--- config.mk ---
export PLATFORM = sky130hd
export DESIGN_NAME = execute_flat
export DESIGN_NICKNAME = d
export VERILOG_FILES = /design/src/rtl/execute_if.sv /design/src/rtl/execute.sv /design/src/flat_wrapper.sv
export SDC_FILE = /design/constraint.sdc
export NUM_CORES = 2
export LEC_CHECK = 0
export CAP_MARGIN = 40
export CORE_MARGIN = 2
export CORE_UTILIZATION = 50
export CTS_BUF_LIST = sky130_fd_sc_hd__clkbuf_4
export DETAILED_ROUTE_END_ITERATION = 10
export PLACE_DENSITY = 0.75
export SLEW_MARGIN = 20
export SYNTH_ARGS = -nofsm -noshare
export SYNTH_HDL_FRONTEND = slang
export SYNTH_SLANG_ARGS = --single-unit
--- constraint.sdc ---
create_clock -name i_clk -period 24.9 [get_ports i_clk]
set_input_delay 3.735 -clock i_clk [delete_from_list [all_inputs] [get_ports i_clk]]
set_output_delay 3.735 -clock i_clk [all_outputs]
set_load 0.01 [all_outputs]
--- src/rtl/execute_if.sv ---
// Qu core execute-stage types and the issue/retire bus bundle.
// qu_pkg holds the issued-op cell layout shared by reservation stations,
// execute and retire. execute_if groups the op handshake and result signals:
// master = issue/retire side, slave = execute stage.
package qu_pkg;
  localparam int XLEN = 32;

  typedef enum logic [4:0] {
    UOP_NOP, UOP_ADD, UOP_SUB, UOP_AND, UOP_OR, UOP_XOR, UOP_SLL, UOP_SRL,
    UOP_SRA, UOP_SLT, UOP_SLTU, UOP_BEQ, UOP_BNE, UOP_BLT, UOP_BGE, UOP_BLTU,
    UOP_BGEU, UOP_JALR, UOP_LOAD, UOP_STORE, UOP_MUL, UOP_MULH, UOP_MULHSU,
    UOP_MULHU, UOP_DIV, UOP_DIVU, UOP_REM, UOP_REMU
  } uop_t;

  typedef struct packed {
    logic            busy;
    uop_t            op;
    logic [XLEN-1:0] vj;
    logic [XLEN-1:0] vk;
    logic [XLEN-1:0] a;
    logic [5:0]      dest;
    logic [4:0]      rob_addr;
  } res_st_cell_t;
endpackage

interface execute_if;
  import qu_pkg::*;
  res_st_cell_t    op_in;
  logic            exec_ready;
  logic [XLEN-1:0] value_out;
  logic            comp_result_out;
  res_st_cell_t    op_out;

  modport master (output op_in, input exec_ready, value_out, comp_result_out, op_out);
  modport slave  (input op_in, output exec_ready, value_out, comp_result_out, op_out);
endinterface

--- src/rtl/execute.sv ---
// Qu core execution stage. One issued op is captured per accept edge and its
// result is registered one edge later (ALU/branch/addr/jump), MUL_STAGES edges
// later (multiplies) or 33 edges later (divides). Issue is held off through
// exec_ready while a multi-cycle op occupies the stage.
// Build option: define QU_EXEC_DIV_EN to build the 32-step restoring divider
// and its DIV state; without it, div/rem uops finish in one cycle with all-ones.
module execute import qu_pkg::*; #(
  parameter int MUL_STAGES = 2
) (
  input logic       i_clk,
  input logic       i_rst,
  input logic       i_flush,
  execute_if.slave  bus
);

  // state | meaning
  // IDLE  | ready for a new op; completes whatever sits in the capture register
  // MUL   | multiply captured, waiting out the remaining multiply cycles
  // DIV   | divider iterating, one quotient bit per cycle
`ifdef QU_EXEC_DIV_EN
  typedef enum logic [1:0] {S_IDLE, S_MUL, S_DIV} state_t;
`else
  typedef enum logic [1:0] {S_IDLE, S_MUL} state_t;
`endif

  localparam int CW = 6;

  state_t          r_state;
  logic [CW-1:0]   r_cnt;
  res_st_cell_t    r_op;
  logic            r_valid;
  logic [XLEN-1:0] r_value;
  logic            r_comp;
  res_st_cell_t    r_op_out;

  logic [XLEN-1:0]   w_vj, w_vk, w_a;
  logic [2*XLEN-1:0] w_ma, w_mb, w_prod;
  logic [XLEN-1:0]   w_res_val;
  logic              w_res_comp;
  logic              w_in_mul;

  assign w_vj = r_op.vj;
  assign w_vk = r_op.vk;
  assign w_a  = r_op.a;

  // Low 64 bits of the two's-complement product are correct for every signedness mix.
  assign w_ma   = {{XLEN{(r_op.op == UOP_MULH || r_op.op == UOP_MULHSU) & w_vj[XLEN-1]}}, w_vj};
  assign w_mb   = {{XLEN{(r_op.op == UOP_MULH) & w_vk[XLEN-1]}}, w_vk};
  assign w_prod = w_ma * w_mb;

  assign w_in_mul = bus.op_in.op inside {UOP_MUL, UOP_MULH, UOP_MULHSU, UOP_MULHU};

`ifdef QU_EXEC_DIV_EN
  logic [XLEN-1:0] r_quo, r_rem, r_dvs;
  logic            r_neg_q, r_neg_r, r_div0;
  logic            w_in_div, w_in_signed, w_in_sa, w_in_sb;
  logic [XLEN-1:0] w_in_mag_a, w_in_mag_b;
  logic [XLEN:0]   w_shift;
  logic            w_ge;
  logic [XLEN-1:0] w_diff, w_q_fix, w_r_fix;

  assign w_in_div    = bus.op_in.op inside {UOP_DIV, UOP_DIVU, UOP_REM, UOP_REMU};
  assign w_in_signed = bus.op_in.op inside {UOP_DIV, UOP_REM};
  assign w_in_sa     = w_in_signed & bus.op_in.vj[XLEN-1];
  assign w_in_sb     = w_in_signed & bus.op_in.vk[XLEN-1];
  assign w_in_mag_a  = w_in_sa ? -bus.op_in.vj : bus.op_in.vj;
  assign w_in_mag_b  = w_in_sb ? -bus.op_in.vk : bus.op_in.vk;

  // Remainder stays below the divisor, so the 32-bit difference is exact when w_ge.
  assign w_shift = {r_rem, r_quo[XLEN-1]};
  assign w_ge    = w_shift >= {1'b0, r_dvs};
  assign w_diff  = w_shift[XLEN-1:0] - r_dvs;

  // Divide-by-zero already leaves the remainder equal to the dividend; only the quotient is forced.
  assign w_q_fix = r_div0 ? '1 : (r_neg_q ? -r_quo : r_quo);
  assign w_r_fix = r_neg_r ? -r_rem : r_rem;
`endif

  // Result of the captured op, consumed on the edge it completes.
  always_comb begin
    w_res_val  = '0;
    w_res_comp = 1'b0;
    case (r_op.op)
      UOP_ADD:    w_res_val = w_vj + w_vk;
      UOP_SUB:    w_res_val = w_vj - w_vk;
      UOP_AND:    w_res_val = w_vj & w_vk;
      UOP_OR:     w_res_val = w_vj | w_vk;
      UOP_XOR:    w_res_val = w_vj ^ w_vk;
      UOP_SLL:    w_res_val = w_vj << w_vk[4:0];
      UOP_SRL:    w_res_val = w_vj >> w_vk[4:0];
      UOP_SRA:    w_res_val = $signed(w_vj) >>> w_vk[4:0];
      UOP_SLT:    w_res_val = {{(XLEN-1){1'b0}}, $signed(w_vj) < $signed(w_vk)};
      UOP_SLTU:   w_res_val = {{(XLEN-1){1'b0}}, w_vj < w_vk};
      UOP_BEQ:  begin w_res_val = w_a; w_res_comp = (w_vj == w_vk); end
      UOP_BNE:  begin w_res_val = w_a; w_res_comp = (w_vj != w_vk); end
      UOP_BLT:  begin w_res_val = w_a; w_res_comp = ($signed(w_vj) <  $signed(w_vk)); end
      UOP_BGE:  begin w_res_val = w_a; w_res_comp = ($signed(w_vj) >= $signed(w_vk)); end
      UOP_BLTU: begin w_res_val = w_a; w_res_comp = (w_vj <  w_vk); end
      UOP_BGEU: begin w_res_val = w_a; w_res_comp = (w_vj >= w_vk); end
      UOP_JALR: begin w_res_val = (w_vj + w_a) & ~XLEN'(1); w_res_comp = 1'b1; end
      UOP_LOAD, UOP_STORE: w_res_val = w_vj + w_a;
      UOP_MUL:    w_res_val = w_prod[XLEN-1:0];
      UOP_MULH, UOP_MULHSU, UOP_MULHU: w_res_val = w_prod[2*XLEN-1:XLEN];
`ifdef QU_EXEC_DIV_EN
      UOP_DIV, UOP_DIVU: w_res_val = w_q_fix;
      UOP_REM, UOP_REMU: w_res_val = w_r_fix;
`else
      UOP_DIV, UOP_DIVU, UOP_REM, UOP_REMU: w_res_val = '1;
`endif
      default:    w_res_val = '0;
    endcase
  end

  // Stage FSM: capture, multi-cycle sequencing, divider steps and registered outputs.
  always_ff @(posedge i_clk) begin
    if (i_rst) begin
      r_state  <= S_IDLE;
      r_cnt    <= '0;
      r_op     <= '0;
      r_valid  <= 1'b0;
      r_value  <= '0;
      r_comp   <= 1'b0;
      r_op_out <= '0;
`ifdef QU_EXEC_DIV_EN
      r_quo    <= '0;
      r_rem    <= '0;
      r_dvs    <= '0;
      r_neg_q  <= 1'b0;
      r_neg_r  <= 1'b0;
      r_div0   <= 1'b0;
`endif
    end else begin
      r_value  <= '0;
      r_comp   <= 1'b0;
      r_op_out <= '0;
      if (i_flush) begin
        r_state <= S_IDLE;
        r_valid <= 1'b0;
        r_cnt   <= '0;
      end else begin
        case (r_state)
          S_IDLE: begin
            if (r_valid) begin
              r_value  <= w_res_val;
              r_comp   <= w_res_comp;
              r_op_out <= r_op;
            end
            r_valid <= bus.op_in.busy;
            r_op    <= bus.op_in;
            if (bus.op_in.busy) begin
              if (w_in_mul && MUL_STAGES > 1) begin
                r_state <= S_MUL;
                r_cnt   <= CW'(MUL_STAGES - 2);
              end
`ifdef QU_EXEC_DIV_EN
              else if (w_in_div) begin
                r_state <= S_DIV;
                r_cnt   <= CW'(XLEN - 1);
                r_quo   <= w_in_mag_a;
                r_rem   <= '0;
                r_dvs   <= w_in_mag_b;
                r_neg_q <= w_in_sa ^ w_in_sb;
                r_neg_r <= w_in_sa;
                r_div0  <= (bus.op_in.vk == '0);
              end
`endif
            end
          end
          S_MUL: begin
            if (r_cnt == '0) r_state <= S_IDLE;
            else             r_cnt   <= r_cnt - CW'(1);
          end
`ifdef QU_EXEC_DIV_EN
          S_DIV: begin
            r_rem <= w_ge ? w_diff : w_shift[XLEN-1:0];
            r_quo <= {r_quo[XLEN-2:0], w_ge};
            if (r_cnt == '0) r_state <= S_IDLE;
            else             r_cnt   <= r_cnt - CW'(1);
          end
`endif
          default: r_state <= S_IDLE;
        endcase
      end
    end
  end

  assign bus.exec_ready      = (r_state == S_IDLE);
  assign bus.value_out       = r_value;
  assign bus.comp_result_out = r_comp;
  assign bus.op_out          = r_op_out;

endmodule

--- src/flat_wrapper.sv ---
// flat-port wrapper written by rule: the top's interface ports become plain ports
module execute_flat import qu_pkg::*;
#(
  parameter int MUL_STAGES = 2
)
  (i_clk, i_rst, i_flush, bus_op_in, bus_exec_ready, bus_value_out, bus_comp_result_out, bus_op_out);
  execute_if bus_i ();
  input logic i_clk;
  input logic i_rst;
  input logic i_flush;
  input wire logic [$bits(bus_i.op_in)-1:0] bus_op_in;
  output wire logic [$bits(bus_i.exec_ready)-1:0] bus_exec_ready;
  output wire logic [$bits(bus_i.value_out)-1:0] bus_value_out;
  output wire logic [$bits(bus_i.comp_result_out)-1:0] bus_comp_result_out;
  output wire logic [$bits(bus_i.op_out)-1:0] bus_op_out;
  assign bus_i.op_in = bus_op_in;
  assign bus_exec_ready = bus_i.exec_ready;
  assign bus_value_out = bus_i.value_out;
  assign bus_comp_result_out = bus_i.comp_result_out;
  assign bus_op_out = bus_i.op_out;
  execute #(.MUL_STAGES(MUL_STAGES)) u_core (.i_clk(i_clk), .i_rst(i_rst), .i_flush(i_flush), .bus(bus_i));
endmodule
# After elaboration in Yosys (flattened, before gate mapping)
# Index checks and enable logic that the tools add are counted.
# op_classes
n_addsub	4
mul	1
magnitude_cmp	4
eq_ne	38
shift	3
muxes	10
bitwise_logic	8
n_reduce_logical	14
# op_table
operator	n
$pmux 32 s16	1
$eq 5x5->1 const B	16
$add 32x32->32	2
$ge 32x32->1	2
$lt 32x32->1	2
$mul 33x33->64	1
$eq 5x4->1 const B	8
$and 32x32->32	1
$eq 32x32->1	1
$ne 32x32->1	1
$or 32x32->32	1
$shl 32x5->32	1
$shr 32x5->32	1
$sshr 32x5->32	1
$sub 32x32->32	1
$xor 32x32->32	1
$eq 5x3->1 const B	4
$mux 6	3
$pmux 6 s2	1
$eq 5x2->1 const B	2
$reduce_or 4->1	2
$pmux 1 s7	1
$logic_not 6->1	1
$mux 2	3
18 further kinds	24
# word_totals
register_bits	268
inputBits	116
output_inout_bits	147

# Depth between registers and ports, before layout
# depth
depth_word	5
ltp_mapped	35

# Least setup slack after synthesis
# Ideal clock, no wire load.
# synth_timing
kind	reg2reg
startpoint	register u_core.r_op, in the netlist u_core.w_vk[3]
endpoint	register u_core.r_value[31] (netlist: u_core.bus.value_out[31])
setup_time_ns	0.120
arrival_ns	8.790
required_time_ns	24.780
slack_ns	15.990
stages_incl_launch_ff	31
synth_period_minus_slack_ns	8.910
cell_sequence	dfxtp_1 clkbuf_1 buf_1 clkbuf_1 clkbuf_1 clkbuf_1 nand2_1 fa_1 fa_1 inv_1 fa_1 inv_1 fa_1 inv_1 fa_1 fa_1 fa_1 inv_1 fa_1 inv_1 ha_1 clkbuf_1 and3_1 and4_1 nor2b_1 a31oi_1 o21ai_1 o21ai_1 a21o_1 a31o_1 o31a_1
# synth_between
elab_chain_cells	2
# synth_lines
item	line	source
start, declared	execute.sv:30	res_st_cell_t r_op;
start signal, assigned	execute.sv:149	r_op <= bus.op_in;
$mul 33x33->64 (tied with other cells)	execute.sv:49	assign w_prod = w_ma * w_mb;
$pmux 32 s16 (*)	execute.sv:83	case (r_op.op)
end signal, assigned	execute.sv:144	r_value <= w_res_val;
end, declared	execute.sv:32	logic [XLEN-1:0] r_value;
# Mark *: on every way between the ends. The rest lies on a longest branch, timed or not.
# A chain may end at the register's enable or synchronous reset.

# Final worst setup path
# layout_timing
startpoint	register u_core.r_op[111] (netlist bit)
endpoint	register u_core.r_value[31] (netlist: u_core.bus.value_out[31])
# layout_between
elab_chain_cells	5
# layout_lines
item	line	source
$eq 5x5->1, on equally long branches	execute.sv:47, execute.sv:48, execute.sv:83	
$logic_or 1x1->1	execute.sv:47	assign w_ma = {{XLEN{(r_op.op == UOP_MULH || r_op.op == UOP_MULHSU) & w_vj[XLEN-1]}}, w_vj};
$and 1x1->1	execute.sv:47	
$mul 33x33->64	execute.sv:49	
$pmux 32 s16 (*)	execute.sv:83	
# Marks and branches as above.

==> flow_summary.toml <==
[placed_design]
routabilityCongestion = 1.06
dpl_cell_area_sq_um = 60400
hpwl_microns = 173000
place_ws_ns = 14.93
portBuffers = 262

[layout]
syn2layout_area_growth_pct = 9.11
fin_nets = 8409
drive_above_1_share_pct = 5.67
fin_area_sq_um = 61500
nFillCells = 10189

[outcome]
outcome = "finished, final reports clean"

[synth]
avgSynthCellArea_sq_um = 8.34
netlist_area_sq_um = 56400
async_reset_ff_share_pct = 0
synth_edf_count = 0
synth_ff_type = "dfxtp_1"
syn_nets = 8344
syn_inst = 6758
synth-warning-count = 0
synth.distinct_cells = 101
ys_ff_latch = 267
ys_seq_area_share_pct = 9.48

[critical_path]
slowest_delay_ns = 0.82
slowest_stage = "fa_1"
startpoint = "u_core.r_op[111]"
reg2reg_to = "u_core.bus.value_out[31]"
cp.depth = 28
crit_path_start_kind = "flip-flop"
path_max_fanout = 22
reg2regPathDepth = 28
cp_common_cell = "fa_1"
worstSetupPathType = "reg -> reg"
r2r_start = "u_core.r_op[111]"
crit_end = "u_core.bus.value_out[31]"
critPathBufInv = 6
cp_data_arrival_time_ns = 10.97
endpoint_kind = "flip-flop"
r2r_setup_slack_ns = 14.71
crit_required_ns = 25.68
critical_path.top_delay_family = "adder cells"

[power]
p_sw_share_pct = 48.6
pwr-share-seq_pct = 23.0
pwr-share-comb_pct = 55.0
switching_power_w = 0.000962
cell_internal_pwr_w = 0.00102
power_frac_clock_pct = 22.0
ir_drop_v = 0.0000496
leakagePower_nw = 27.8
p_per_area_nw_per_um2 = 32.2
total_power_w = 0.00198

[grt]
grt_pass1_vias = 52773
track_usage_pct = 39.0
antenna_found_initial = 18
grt_max_degree = 65
grt_overflow = 0
grt_pass1_wl_microns = 333000

[floorplanning]
die_area_sq_um = 115000
coreArea_sq_um = 112000
rows = 123
die_x_microns = 340
die_h_microns = 340
initial_core_util_pct = 50.2
io_pins = 263

[clock_network]
clock_path_buffers = 3
cts_tree = "built"
clkLatencyLatePin_ns = 0.99
postCtsHoldBufs = 0
clkTransAtPathRegs_ns = 0.06
cts_resized = 0
cts_sinks = 267
root_buffer = "clkbuf_4"
cts_buffers = 77
cts_max_level = 3
cts_setup_buffers = 0

[routing]
vias_per_cell = 6.11
num_vias = 51284
drt_drc_violations_left = 0
wire_per_inst_microns = 26.7
wl_microns = 225000
first_pass_iters = 7
drt_iter0_drc = 6192
drtAntennaViolNets = 0

[sta]
max-slew-margin-rel_pct = 28.9
worstMarginPinSlew_ns = 1.07
whs_ns = 0.382
layout_setup_ws_ns = 14.71
final_hold_viol_count = 0
drv_slew = 0
setup_viol = 0
final.setup.tns_ns = 0
finClkSkew_ns = 0.154
fmax_mhz = 98.1
min_period_ns = 10.19
min_period_over_period_pct = 40.9
rsz0062_at_grt = "false"

[flow_run]
maxCapViolations = 0

[min_path]
hp-class = "reg -> reg"
[sequential cells by signal (all words and copies together), names as in the netlist]
signal,count
u_core.bus.comp_result_out,1
u_core.bus.op_out,113
u_core.bus.value_out,32
u_core.r_cnt,6
u_core.r_op,17
u_core.r_state,1
u_core.r_valid,1
u_core.w_a,32
u_core.w_vj,32
u_core.w_vk,32
[layout make-up]
type                            count  area [sq um]  share of cell area, %
Timing Repair Buffer              413          3950                   6.42
Antenna cell                       21          52.6                 0.0854
Multi-Input combinational cell   4764         44400                   72.2
Clock buffer                      107           803                   1.31
Sequential cell                   267          5360                   8.71
Clock inverter                     28           181                  0.295
Inverter                         1300          4880                   7.93
Tap cell                         1500          1880                   3.05
[synthesized netlist by cell type (29+ instances only)]
library cell	number	share of area, %
and2_1	57	0.63
a21o_1	69	0.92
o21ai_0	154	1.4
nand3_1	49	0.44
a211oi_1	46	0.61
mux4_2	29	1.2
dfxtp_1	267	9.5
ha_1	342	7.6
mux2i_1	53	0.94
o211ai_1	36	0.48
clkbuf_1	300	2.0
nor3_1	51	0.45
inv_1	1276	8.5
xnor2_1	77	1.2
xor2_1	32	0.50
buf_1	93	0.62
fa_1	1128	40
nor2_1	609	4.1
nand2_1	1141	7.6
a21oi_1	313	2.8
o21bai_1	29	0.39
a221oi_1	47	0.73
a31oi_1	43	0.48
[worst min-delay path by stage]
stage                     slack, ns              endpoint           start  cells after the start
after floorplan                0.43  u_core.bus.op_out[0]  u_core.r_op[0]                      1
after global placement         0.43  u_core.bus.op_out[5]  u_core.r_op[5]                      1
after detailed placement       0.44  u_core.bus.op_out[5]  u_core.r_op[5]                      1
after CTS                      0.37  u_core.bus.op_out[9]  u_core.r_op[9]                      1
after global routing           0.39  u_core.bus.op_out[8]  u_core.r_op[8]                      1
final                          0.38  u_core.bus.op_out[9]  u_core.r_op[9]                      1
[cell families after synthesis]
kind of cell             after synthesis  synth area share, %
buffers and inverters               1727                 11.8
XOR/XNOR                             109                 1.69
AO/OA/AOI/OAI                        983                 11.4
AND/OR/NAND/NOR                     2102                 15.5
multiplexers                         100                 2.46
flip-flops                           267                 9.48
adder cells (fa/ha/maj)             1470                 47.7
[through the flow]
step / util [%] / cells
global route: 54.8 / 8384
floorplan: - / 6758
global placement: 53.6 / 8221
detailed placement: 53.9 / 8239
finish: 54.8 / 8400
CTS: 54.7 / 8374
[worst reg2reg max path: cells and delay by family (launching register included)]
| kind | cells | cell delay [ns] |
|---|---|---|
| AO/OA/AOI/OAI | 6 | 1.43 |
| buffers and inverters | 6 | 1.10 |
| flip-flops | 1 | 0.78 |
| AND/OR/NAND/NOR | 7 | 1.66 |
| adder cells (fa/ha/maj) | 9 | 5.10 |
[cell usage in the layout, fill, tap and decap left out, drive strengths merged, types with 21 or more instances in the layout]
| master | netlist | layout |
|---|---|---|
| a211oi | 46 | 46 |
| a21o | 70 | 70 |
| a21oi | 314 | 314 |
| a221oi | 47 | 47 |
| a22oi | 24 | 24 |
| a31oi | 44 | 44 |
| and2 | 58 | 58 |
| and3 | 25 | 25 |
| buf | 114 | 151 |
| clkbuf | 313 | 108 |
| clkdlybuf4s50 | 0 | 261 |
| clkinv | 10 | 33 |
| dfxtp | 267 | 267 |
| diode | 0 | 21 |
| fa | 1128 | 1128 |
| ha | 342 | 342 |
| inv | 1290 | 1291 |
| mux2i | 53 | 53 |
| mux4 | 29 | 29 |
| nand2 | 1141 | 1141 |
| nand2b | 26 | 26 |
| nand3 | 50 | 50 |
| nand4 | 23 | 23 |
| nor2 | 609 | 609 |
| nor2b | 24 | 24 |
| nor3 | 51 | 51 |
| o211ai | 36 | 36 |
| o21ai | 177 | 177 |
| o21bai | 30 | 30 |
| o22ai | 22 | 22 |
| o31ai | 21 | 21 |
| or3 | 21 | 21 |
| xnor2 | 77 | 77 |
| xor2 | 32 | 32 |
[routing by layer]
metal | up-vias | wire [microns] | track usage, %
li1 | 21084 | - | -
met5 | - | 73 | 0
met2 | 3721 | 95900 | 58.2
met3 | 1085 | 30500 | 13.0
met1 | 25384 | 78300 | 47.5
met4 | 10 | 19900 | 27.4
[power by group through the flow]
stage	registers, W	logic, W	clock network (W)
final	0.000455	0.00109	0.000436
after global routing	0.000455	0.00116	0.000467
after CTS	0.000454	0.00105	0.000443
after detailed placement	0.000463	0.00104	0
after global placement	0.000464	0.00102	0
after floorplan	0.000458	0.000676	0
No activity file was read; power rests on OpenSTA's default activity.
